==> config.mk <==
export PLATFORM = sky130hd
export DESIGN_NAME = ped_crossing
export DESIGN_NICKNAME = d
export VERILOG_FILES = /design/src/rtl/ped_pkg.sv /design/src/rtl/ped_crossing_btn_edge.sv /design/src/rtl/ped_crossing.sv
export SDC_FILE = /design/constraint.sdc
export NUM_CORES = 1
export LEC_CHECK = 0
export BUFFER_PORTS_ARGS = -buffer_cell sky130_fd_sc_hd__buf_2
export CAP_MARGIN = 20
export CORE_UTILIZATION = 50
export DETAILED_ROUTE_END_ITERATION = 10
export PLACE_DENSITY = 0.73
export SLEW_MARGIN = 15
export SYNTH_ARGS = -nofsm -noshare
export SYNTH_HDL_FRONTEND = slang
export SYNTH_SLANG_ARGS = --single-unit
==> constraint.sdc <==
create_clock -name clk -period 5.75 [get_ports clk]
set_clock_uncertainty 0.2 [all_clocks]
set_input_delay 1.4375 -clock clk [delete_from_list [all_inputs] [get_ports clk]]
set_output_delay 1.4375 -clock clk [all_outputs]
set_load 0.03 [all_outputs]
==> src/rtl/ped_pkg.sv <==
// Shared types and helpers for the pedestrian crossing controller.
// Optional macro PED_SYNC_EN (see btn_edge) adds a button synchronizer.
package ped_pkg;

    typedef enum logic [1:0] {
        IDLE  = 2'd0,
        WALK  = 2'd1,
        FLASH = 2'd2
    } ped_state_t;

    localparam int MIN_CNT_W = 1;

    // Width needed to hold values 0 .. max_val-1, never narrower than one bit.
    function automatic int cnt_width(input int max_val);
        if (max_val <= 2) begin
            return MIN_CNT_W;
        end
        return $clog2(max_val);
    endfunction

    function automatic logic lamps_one_hot(input logic r, input logic y, input logic g);
        return (r ^ y ^ g) & ~(r & y & g);
    endfunction

endpackage

==> src/rtl/ped_crossing_btn_edge.sv <==
// Push-button rising-edge detector producing a one-cycle press pulse.
// With PED_SYNC_EN defined the button first passes a 2-flop synchronizer.
module btn_edge (
    input  logic clk,
    input  logic rst,
    input  logic btn,
    output logic press
);

`ifdef PED_SYNC_EN
    logic sync1_q, sync2_q, prev_q;
    logic sync1_d, sync2_d, prev_d;

    always_comb begin
        sync1_d = btn;
        sync2_d = sync1_q;
        prev_d  = sync2_q;
    end

    always_ff @(posedge clk) begin
        if (rst) begin
            sync1_q <= 1'b0;
            sync2_q <= 1'b0;
            prev_q  <= 1'b0;
        end else begin
            sync1_q <= sync1_d;
            sync2_q <= sync2_d;
            prev_q  <= prev_d;
        end
    end

    assign press = sync2_q & ~prev_q;
`else
    logic prev_q, prev_d;

    always_comb begin
        prev_d = btn;
    end

    always_ff @(posedge clk) begin
        if (rst) begin
            prev_q <= 1'b0;
        end else begin
            prev_q <= prev_d;
        end
    end

    assign press = btn & ~prev_q;
`endif

endmodule

==> src/rtl/ped_crossing.sv <==
// Pedestrian crossing controller fed by traffic_light lamps; grants walk at red rise.
// Optional macro PED_SYNC_EN selects a synchronized button input in btn_edge.
module ped_crossing
    import ped_pkg::*;
#(
    parameter int WALK_TIME  = 8,
    parameter int FLASH_TIME = 6,
    parameter int FLASH_DIV  = 2,
    parameter int CNT_W      = 8
) (
    input  logic             clk,
    input  logic             rst,
    input  logic             r,
    input  logic             y,
    input  logic             g,
    input  logic             btn,
    output logic             walk,
    output logic             dont_walk,
    output logic             req_pending,
    output logic [CNT_W-1:0] remain,
    output logic             abort,
    output logic             lamp_err
);

    localparam int DIV_W = cnt_width(FLASH_DIV);
    localparam logic [CNT_W-1:0] WALK_LOAD  = CNT_W'(WALK_TIME - 1);
    localparam logic [CNT_W-1:0] FLASH_LOAD = CNT_W'(FLASH_TIME - 1);
    localparam logic [DIV_W-1:0] DIV_LOAD   = DIV_W'(FLASH_DIV - 1);

    ped_state_t       state_q, state_d;
    logic             walk_q, walk_d;
    logic             dont_walk_q, dont_walk_d;
    logic             req_pending_q, req_pending_d;
    logic [CNT_W-1:0] remain_q, remain_d;
    logic [DIV_W-1:0] div_q, div_d;
    logic             abort_q, abort_d;
    logic             lamp_err_q, lamp_err_d;
    logic             red_dly_q, red_dly_d;

    logic press;
    logic lamps_ok;
    logic red_ok;
    logic red_rise;
    logic enter_walk;

    btn_edge u_btn_edge (
        .clk   (clk),
        .rst   (rst),
        .btn   (btn),
        .press (press)
    );

    always_comb begin
        lamps_ok   = lamps_one_hot(r, y, g);
        red_ok     = r & lamps_ok;
        red_rise   = red_ok & ~red_dly_q;

        state_d     = state_q;
        walk_d      = walk_q;
        dont_walk_d = dont_walk_q;
        remain_d    = remain_q;
        div_d       = div_q;
        abort_d     = 1'b0;
        enter_walk  = 1'b0;

        case (state_q)
            IDLE: begin
                // Only a request already latched before this red rise is served.
                if (red_rise && req_pending_q) begin
                    state_d     = WALK;
                    walk_d      = 1'b1;
                    dont_walk_d = 1'b0;
                    remain_d    = WALK_LOAD;
                    enter_walk  = 1'b1;
                end
            end
            WALK: begin
                if (!red_ok) begin
                    state_d     = IDLE;
                    walk_d      = 1'b0;
                    dont_walk_d = 1'b1;
                    remain_d    = '0;
                    abort_d     = 1'b1;
                end else if (remain_q == '0) begin
                    state_d     = FLASH;
                    walk_d      = 1'b0;
                    dont_walk_d = 1'b1;
                    remain_d    = FLASH_LOAD;
                    div_d       = DIV_LOAD;
                end else begin
                    remain_d = remain_q - CNT_W'(1);
                end
            end
            FLASH: begin
                if (!red_ok) begin
                    state_d     = IDLE;
                    dont_walk_d = 1'b1;
                    remain_d    = '0;
                    abort_d     = 1'b1;
                end else if (remain_q == '0) begin
                    state_d     = IDLE;
                    dont_walk_d = 1'b1;
                end else begin
                    remain_d = remain_q - CNT_W'(1);
                    if (div_q == '0) begin
                        dont_walk_d = ~dont_walk_q;
                        div_d       = DIV_LOAD;
                    end else begin
                        div_d = div_q - DIV_W'(1);
                    end
                end
            end
            default: begin
                state_d     = IDLE;
                walk_d      = 1'b0;
                dont_walk_d = 1'b1;
                remain_d    = '0;
            end
        endcase

        // A fresh press wins over the clear so a coincident press is not lost.
        req_pending_d = press | (req_pending_q & ~enter_walk);
        lamp_err_d    = ~lamps_ok;
        red_dly_d     = red_ok;
    end

    always_ff @(posedge clk) begin
        if (rst) begin
            state_q       <= IDLE;
            walk_q        <= 1'b0;
            dont_walk_q   <= 1'b1;
            req_pending_q <= 1'b0;
            remain_q      <= '0;
            div_q         <= '0;
            abort_q       <= 1'b0;
            lamp_err_q    <= 1'b0;
            red_dly_q     <= 1'b0;
        end else begin
            state_q       <= state_d;
            walk_q        <= walk_d;
            dont_walk_q   <= dont_walk_d;
            req_pending_q <= req_pending_d;
            remain_q      <= remain_d;
            div_q         <= div_d;
            abort_q       <= abort_d;
            lamp_err_q    <= lamp_err_d;
            red_dly_q     <= red_dly_d;
        end
    end

    assign walk        = walk_q;
    assign dont_walk   = dont_walk_q;
    assign req_pending = req_pending_q;
    assign remain      = remain_q;
    assign abort       = abort_q;
    assign lamp_err    = lamp_err_q;

endmodule

* After elaboration in Yosys (flattened, before gate mapping)
Index checks and enable logic that the tools add are counted.
** Storage, ports and cells
- Input bits :: 6
- Logic and storage cells :: 83
- Output and inout port bits :: 13
- Bits in registers :: 18
** Cells by class
- Bitwise gates (word level) :: 18
- $add $sub $neg :: 2
- Multiplexer cells :: 31
- Reductions and logical operators :: 11
- Equal/unequal tests :: 11
** Operator list (count)
- $mux W8 :: 5
- $pmux W8 S3 :: 1
- $mux W1 :: 16
- $mux W2 :: 5
- $ne A2 B2 Y1 const B :: 5
- $ne A3 B3 Y1 const B :: 3
- $reduce_and A3 Y1 :: 3
- $logic_not A8 Y1 :: 1
- $not A1 Y1 :: 8
- $sub A8 B1 Y8 const B :: 1
- $and A1 B1 Y1 :: 7
- $pmux W1 S3 :: 2
- $pmux W2 S3 :: 1
- $reduce_and A5 Y1 :: 1
- $ne A4 B4 Y1 const B :: 1
- $reduce_or A2 Y1 :: 2
- $eq A2 B1 Y1 const B :: 1
- $eq A2 B2 Y1 const B :: 1
- $logic_not A2 Y1 :: 1
- $pmux W1 S2 :: 1
- $reduce_and A2 Y1 :: 1
- $reduce_bool A2 Y1 :: 1
- $xor A1 B1 Y1 :: 2
- $logic_and A1 B1 Y1 :: 1
- 2 further kinds :: 2

* Logic depth before layout (Yosys ltp)
Gate-level depths: netlist of run 1.
- Depth in word-level cells :: 12
- Depth in mapped cells :: 8

* Modules after synthesis
Synthesis of run 1 repeated with hierarchy kept, for this count alone.
** Unflattened totals
- Cells, all modules :: 127
- Area, all modules :: 1146.1 um^2
** By module, submodules not included
- ped_crossing :: area each 1098.6 um^2, cells each 124, sequential area each 340.3 um^2, times used 1
- btn_edge :: area each 47.5 um^2, cells each 3, sequential area each 20.0 um^2, times used 1

* Worst setup path after synthesis of run 1
OpenSTA, ideal clock, no wires.
- Path type :: in2reg
- From :: input y
- To :: register remain_q[2] (netlist: remain[2])
- Setup slack :: 2281 ps
- Stages :: 7
- Data required time :: 5479 ps
- Setup time :: 71 ps
- Data arrival time :: 3198 ps
- Path buffers :: 1
- Cells stage by stage :: ha_1 > nor3b_1 > o2111ai_1 > a32o_1 > clkbuf_1 > or3_1 > a21oi_1
** On the way
- Word-level cells in the longest chain between the ends :: 9
- Elaborated cells between the ends (all ways) :: 15
** Ends and longest elaborated chain
- start: declaration :: RTL line ped_crossing.sv:14 : input logic y,
- $and A1 B1 Y1 (2 in series) :: RTL line ped_pkg.sv:22 : return (r ^ y ^ g) & ~(r & y & g);
- $not A1 Y1 :: RTL line ped_pkg.sv:22
- $and A1 B1 Y1 * :: RTL line ped_pkg.sv:22
- $and A1 B1 Y1 * :: RTL line ped_crossing.sv:55 : red_ok = r & lamps_ok;
- $and A1 B1 Y1 :: RTL line ped_crossing.sv:56 : red_rise = red_ok & ~red_dly_q;
- $logic_and A1 B1 Y1 :: RTL line ped_crossing.sv:69 : if (red_rise && req_pending_q) begin
- $ne A2 B2 Y1 (no line)
- $reduce_and A2 Y1 (no line)
- end signal: assignment :: RTL line ped_crossing.sv:143 : remain_q <= remain_d;
- end: declaration :: RTL line ped_crossing.sv:34 : logic [CNT_W-1:0] remain_q, remain_d;
Every way passes the cells marked *; elsewhere a longest branch is shown, timed or not.
A chain may end at the register's enable or synchronous reset.

* Worst setup path in the final report of run 1
- From :: input r
- To :: register dont_walk_q (netlist: dont_walk)
** On the way
- Word-level cells in the longest chain between the ends :: 9
- Elaborated cells between the ends (all ways) :: 16
** Ends and longest elaborated chain
- start: declaration :: RTL line ped_crossing.sv:13 : input logic r,
- $and A1 B1 Y1 (2 in series) :: RTL line ped_pkg.sv:22
- $not A1 Y1 :: RTL line ped_pkg.sv:22
- $and A1 B1 Y1 :: RTL line ped_pkg.sv:22
- $and A1 B1 Y1 * :: RTL line ped_crossing.sv:55
- $and A1 B1 Y1 :: RTL line ped_crossing.sv:56
- $logic_and A1 B1 Y1 :: RTL line ped_crossing.sv:69
- $ne A2 B2 Y1 (no line)
- $reduce_and A3 Y1 (no line)
- end signal: assignment :: RTL line ped_crossing.sv:141 : dont_walk_q <= dont_walk_d;
- end: declaration :: RTL line ped_crossing.sv:32 : logic dont_walk_q, dont_walk_d;
Marked as above.

==> out/metrics.yaml, run 1 <==
die:
  core_region_area_sq_um: 1980
  start_util_pct: 53.7
  rows: 16
  num_io_pins: 19
  dieArea_sq_um: 2320
  dieWidth_um: 48.1
  die_h_um: 48.1
timing:
  fin_setup_tns_ns: 0
  timing.final.crit_share_pct: 60.2
  tightestPinTransition_ns: 0.582
  hold_viol_final: 0
  rsz0062_at_grt: "no"
  finalSetupViolations: 0
  relSlewSlack_pct: 60.7
  fin_crit_ns: 3.46
  maxSlewViolCount: 0
  timing.fmax_mhz: 289
global_route:
  grt_max_degree: 16
  grt_pass1_vias: 847
  antenna_found_initial: 0
  grt-ovfl-total: 0
  grt_pass1_wl_mm: 3.75
  grt_usage_pct: 23.5
clock_network:
  cts_buffers: 3
  tritoncts: "built"
  root_buffer: "clkbuf_4"
  clk_pin_slew_ns: 0.11
  htree_num_levels: 1
  clock_latency_ns: 0.29
  cts_hold_buf: 0
  clock_sinks: 18
  post_cts_buffers: 0
  cts_max_path_buffers: 2
  cts_resized: 0
synth:
  synth_ff_type: "dfxtp_1"
  synth_edf_count: 0
  synthArstFlopShare_pct: 0
  synthDistinctLibCells: 42
  syn_nets: 137
  ys_seq_elements: 18
  syn_area_per_cell_sq_um: 8.58
  synth_area_sq_um: 1060
  ys_seq_area_share_pct: 33.9
  yosys_warnings: 0
  synthCells: 124
layout:
  fin_area_sq_um: 1200
  drive_gt1_share_pct: 18.4
  antenna_cells: 0
  areaGrowthSynthToFinish_pct: 13.3
  fin_nets: 155
  nFillCells: 186
place:
  portBuffers: 18
  place_area_sq_um: 1170
  gp_congestion: 0.858
  dp_hpwl_mm: 1.67
detailed_routing:
  initialDrtViolationCount: 33
  drc: 0
  routed_via_density: 6.07
  ant_nets: 0
  vias: 1020
  routed_wl_mm: 2.28
  first_pass_iters: 4
  post_drt_wl_per_cell_um: 13.5
setup_path:
  r2r_slack_ns: 3.27
  critical_path_required_ns: 5.75
  slowest_delay_ns: 0.45
  arrival_ns: 3.46
  worstPathCellList: "buf_2 -> ha_1 -> nor3b_1 -> o2111ai_1 -> a22o_1 -> a31o_1 -> a221o_1"
  cp_slowest_cell: "nor3b_1"
  cp_num_cells: 7
  path_buf_inv: 1
  crit_fanout: 5
  r2r_start: "remain[0]$_SDFFE_PP0P_"
  reg2reg_depth: 7
  crit_path_start_kind: "primary input"
  path_delay_family: "compound AO/OA/AOI/OAI gates"
  critPathCaptureType: "register"
  criticalPathCategory: "primary input to register"
  r2r-end: "dont_walk$_SDFFE_PP1P_"
power_and_ir_drop:
  powerDensity_nw_per_um2: 350
  ir_drop_mv: 0.227
  leakagePower_nw: 0.527
run:
  drv_cap: 0
worst_hold_path:
  hold_depth: 2
  hold_end: "walk$_SDFFE_PP0P_"
  hold_class: "register to register"
  min_from: "walk$_SDFFE_PP0P_"
run_status:
  status: "finished, final reports clean"
kinds of logic (layout without fill, tap and decap cells):
| group | count (synthesis) | count (layout) | share of synthesized area [%] |
|---|---|---|---|
| flops | 18 | 18 | 33.9 |
| compound gates | 40 | 40 | 28.8 |
| simple gates | 41 | 41 | 21.6 |
| xor+xnor | 1 | 1 | 0.824 |
| buf+inv | 16 | 33 | 5.65 |
| fa+ha+maj | 7 | 7 | 8.23 |
| mux | 1 | 1 | 0.941 |
final cells by class:
cell class,instances,area [sq um],share of cell area (%)
clock buffers,4,36.3,3.01
inverters,11,41.3,3.43
multi-input cells,90,643,53.4
flip-flops and latches,18,360,29.9
well taps,27,33.8,2.80
repair buffers,18,90.1,7.48
synth_stat cells, types with 2 or more instances:
library cell	number	area, sq um
a21oi_1	10	50.1
a22oi_1	2	15.0
a31oi_1	4	25.0
a32o_1	5	50.1
a32oi_1	2	17.5
clkbuf_1	5	18.8
dfxtp_1	18	360
ha_1	7	87.6
inv_1	11	41.3
nand2_1	4	15.0
nand3_1	4	20.0
nor2_1	9	33.8
nor2b_1	2	12.5
nor3_1	5	25.0
nor3b_1	2	15.0
o211ai_1	2	15.0
o21a_1	3	22.5
o21ai_0	2	10.0
or3_1	4	25.0
tightest hold or removal path, cell delays in order (launching register included):
cell and delay [ns]:
dfxtp_1 0.33, o21ai_0 0.07, a21oi_1 0.06
registers in the layout, indices dropped and copies added, names as in the netlist:
register,flops
abort,1
red_dly_q,1
req_pending,1
u_btn_edge.prev_q,1
walk,1
state_q,2
dont_walk,1
remain,8
lamp_err,1
div_q,1
layer usage:
metal  GRT usage, %  share of wire, %
met1           32.6                49
met2           35.7                45
met3           4.44               4.7
met4           10.0               1.8
met5              0                 0
how the worst max path moves through the flow:
stage / endpoint / start
floorplan: remain[2]$_SDFFE_PP0P_ / y
global placement: dont_walk$_SDFFE_PP1P_ / r
detailed placement: dont_walk$_SDFFE_PP1P_ / r
CTS: dont_walk$_SDFFE_PP1P_ / r
global route: dont_walk$_SDFFE_PP1P_ / r
finish: dont_walk$_SDFFE_PP1P_ / r
power by group:
group | internal, W | total [W] | switching, W
sequential | 0.000141 | 0.000156 | 0.0000153
combinational | 0.0000732 | 0.000187 | 0.000114
clock | 0.0000386 | 0.0000781 | 0.0000395
per-stage QoR:
stage / power (W) / utilization (%) / worst slack, ns / std cells / hold slack (ns)
3_3_place_gp: 0.000342 / 59.0 / 2.06 / 164 / 0.267
2_1_floorplan: 0.000303 / - / 2.28 / 124 / 0.263
6_report: 0.000422 / 60.8 / 2.29 / 168 / 0.299
5_1_grt: 0.000449 / 60.8 / 2.18 / 168 / 0.353
4_1_cts: 0.000421 / 60.8 / 2.31 / 168 / 0.303
3_5_place_dp: 0.000343 / 59.0 / 2.01 / 164 / 0.284
cell usage in the layout, fill, tap and decap left out, types with 2 or more instances in the layout:
master / count
dfxtp_1: 18
buf_2: 18
inv_1: 11
a21oi_1: 10
nor2_1: 9
ha_1: 7
a32o_1: 5
nor3_1: 5
or3_1: 4
a31oi_1: 4
nand2_1: 4
nand3_1: 4
o21a_1: 3
clkbuf_4: 3
nor2b_1: 2
nor3b_1: 2
a22oi_1: 2
a32oi_1: 2
o21ai_0: 2
o211ai_1: 2
Note: power is estimated with default switching activity, not from simulation.
==> inputs of run 2 (changes only) <==
==> constraint.sdc (replaced) <==
create_clock -name clk -period 3.6 [get_ports clk]
set_clock_uncertainty 0.2 [all_clocks]
set_input_delay 0.9 -clock clk [delete_from_list [all_inputs] [get_ports clk]]
set_output_delay 0.9 -clock clk [all_outputs]
set_load 0.03 [all_outputs]
==> run 2 against run 1 <==
Compared with the run above:
- routed wire length is 3.2% higher
- flip-flop and latch count stayed put
- via count increased by 1.7%
- clock power rose by 63%
- core utilization is 0.38 points higher
- register-to-register slack worse by 2.2 ns
- setup slack worse by 1.7 ns
- hold slack worse by 0.014 ns
- critical path depth did not move
- critical path type unchanged
- highest routed layer unchanged
==> out/metrics.yaml, run 2 (synthesis gave the netlist of run 1 again) <==
clock_network:
  htree_num_levels: 1
  tritoncts: "built"
  clk_pin_slew_ns: 0.11
  cts_max_path_buffers: 2
  post_cts_buffers: 0
  cts_buffers: 3
  root_buffer: "clkbuf_4"
  clock_latency_ns: 0.29
  clock_sinks: 18
  cts_resized: 0
  cts_hold_buf: 0
global_route:
  antenna_found_initial: 0
  grt-ovfl-total: 0
  grt_pass1_vias: 859
  grt_pass1_wl_mm: 3.68
  grt_usage_pct: 22.9
  grt_max_degree: 16
power_and_ir_drop:
  p_int_w: 0.000404
  totalPowerFinal_w: 0.000676
  ir_drop_mv: 0.343
  powerDensity_nw_per_um2: 558
  combPwrFrac_pct: 44.5
  leakagePower_nw: 0.532
  p_switching_w: 0.000272
  power_frac_seq_pct: 36.8
  p_sw_share_pct: 40.3
  clockPowerShare_pct: 18.8
detailed_routing:
  ant_nets: 0
  routed_wl_mm: 2.35
  initialDrtViolationCount: 38
  drc: 0
  routed_via_density: 6.14
  first_pass_iters: 4
  post_drt_wl_per_cell_um: 13.9
  vias: 1037
timing:
  timing.fmax_mhz: 330
  fin_setup_tns_ns: 0
  maxSlewViolCount: 0
  timing.final.crit_share_pct: 84.2
  tightestPinTransition_ns: 0.599
  fin_crit_ns: 3.03
  rsz0062_at_grt: "no"
  relSlewSlack_pct: 59.5
  hold_viol_final: 0
  finalSetupViolations: 0
layout:
  multi_input_area_sq_um: 643
  nFillCells: 182
  final-instance-count-excl-fill: 169
  fin_area_sq_um: 1210
  mostFrequentLayoutCells: "dfxtp_1 (18), buf_2 (18), inv_1 (11), a21oi_1 (10), nor2_1 (9)"
  antenna_cells: 0
  seqCellArea_sq_um: 360
  fin_nets: 156
  areaGrowthSynthToFinish_pct: 14.0
  largest_register_ffs: 8
  drive_gt1_share_pct: 19.0
die:
  core_region_area_sq_um: 1980
  start_util_pct: 53.7
  num_io_pins: 19
  dieArea_sq_um: 2320
  dieWidth_um: 48.1
  rows: 16
  die_h_um: 48.1
setup_path:
  arrival_ns: 3.02
  crit_fanout: 5
  criticalPathCategory: "primary input to register"
  crit_path_start_kind: "primary input"
  critPathCaptureType: "register"
  critical_path_required_ns: 3.58
place:
  dp_hpwl_mm: 1.73
  place_area_sq_um: 1180
  gp_congestion: 0.831
  portBuffers: 18
  placed_cells: 165
worst_hold_path:
  hold_class: "register to register"
run_status:
  status: "finished, final reports clean"
run:
  drv_cap: 0
-- run 2: cell count changes in the layout (fill, tap and decap cells not counted), sizes merged --
cell	before	now
buf	18	19
-- run 2: worst paths after layout --
path | start | to | slack [ns] | depth (start not counted)
min | walk$_SDFFE_PP0P_ | walk$_SDFFE_PP0P_ | 0.28 | 2
max | r | dont_walk$_SDFFE_PP1P_ | 0.57 | 7
max reg2reg | remain[0]$_SDFFE_PP0P_ | dont_walk$_SDFFE_PP1P_ | 1.11 | 7
min reg2reg | walk$_SDFFE_PP0P_ | walk$_SDFFE_PP0P_ | 0.28 | 2
-- run 2: stage by stage --
stage	utilization, %	hold slack, ns	setup WS [ns]
final	61.2	0.284	0.568
after detailed placement	59.3	0.274	0.323
after global routing	61.2	0.323	0.483
after CTS	61.2	0.290	0.624
after global placement	59.3	0.268	0.478
after floorplan	-	0.263	0.668
-- run 2: power by group through the flow --
stage                     logic (W)  registers, W  clock network [W]
final                      0.000301      0.000249           0.000127
after global routing       0.000331      0.000252           0.000137
after CTS                  0.000296      0.000249           0.000130
after detailed placement   0.000295      0.000253                  0
after global placement     0.000291      0.000252                  0
after floorplan            0.000198      0.000286                  0
-- run 2: final cells by class --
class	count	area share, %
clock buffer	4	2.99
inverter	11	3.41
multi-input combinational	90	53.0
sequential	18	29.7
tap	27	2.79
timing repair buffer	19	8.05
-- run 2: layer usage --
metal,vias to the layer above,wire (um),GRT usage (%)
li1,504,-,-
met1,498,1070,31.3
met2,29,1110,35.7
met3,6,120,2.96
met4,0,48,11.1
met5,-,0,0
-- run 2: worst max-delay path, stage by stage --
cell       delay (ns)
buf_2            0.13
ha_1             0.29
nor3b_1          0.49
o2111ai_1        0.32
a22o_1           0.35
a31o_1           0.19
a221o_1          0.34
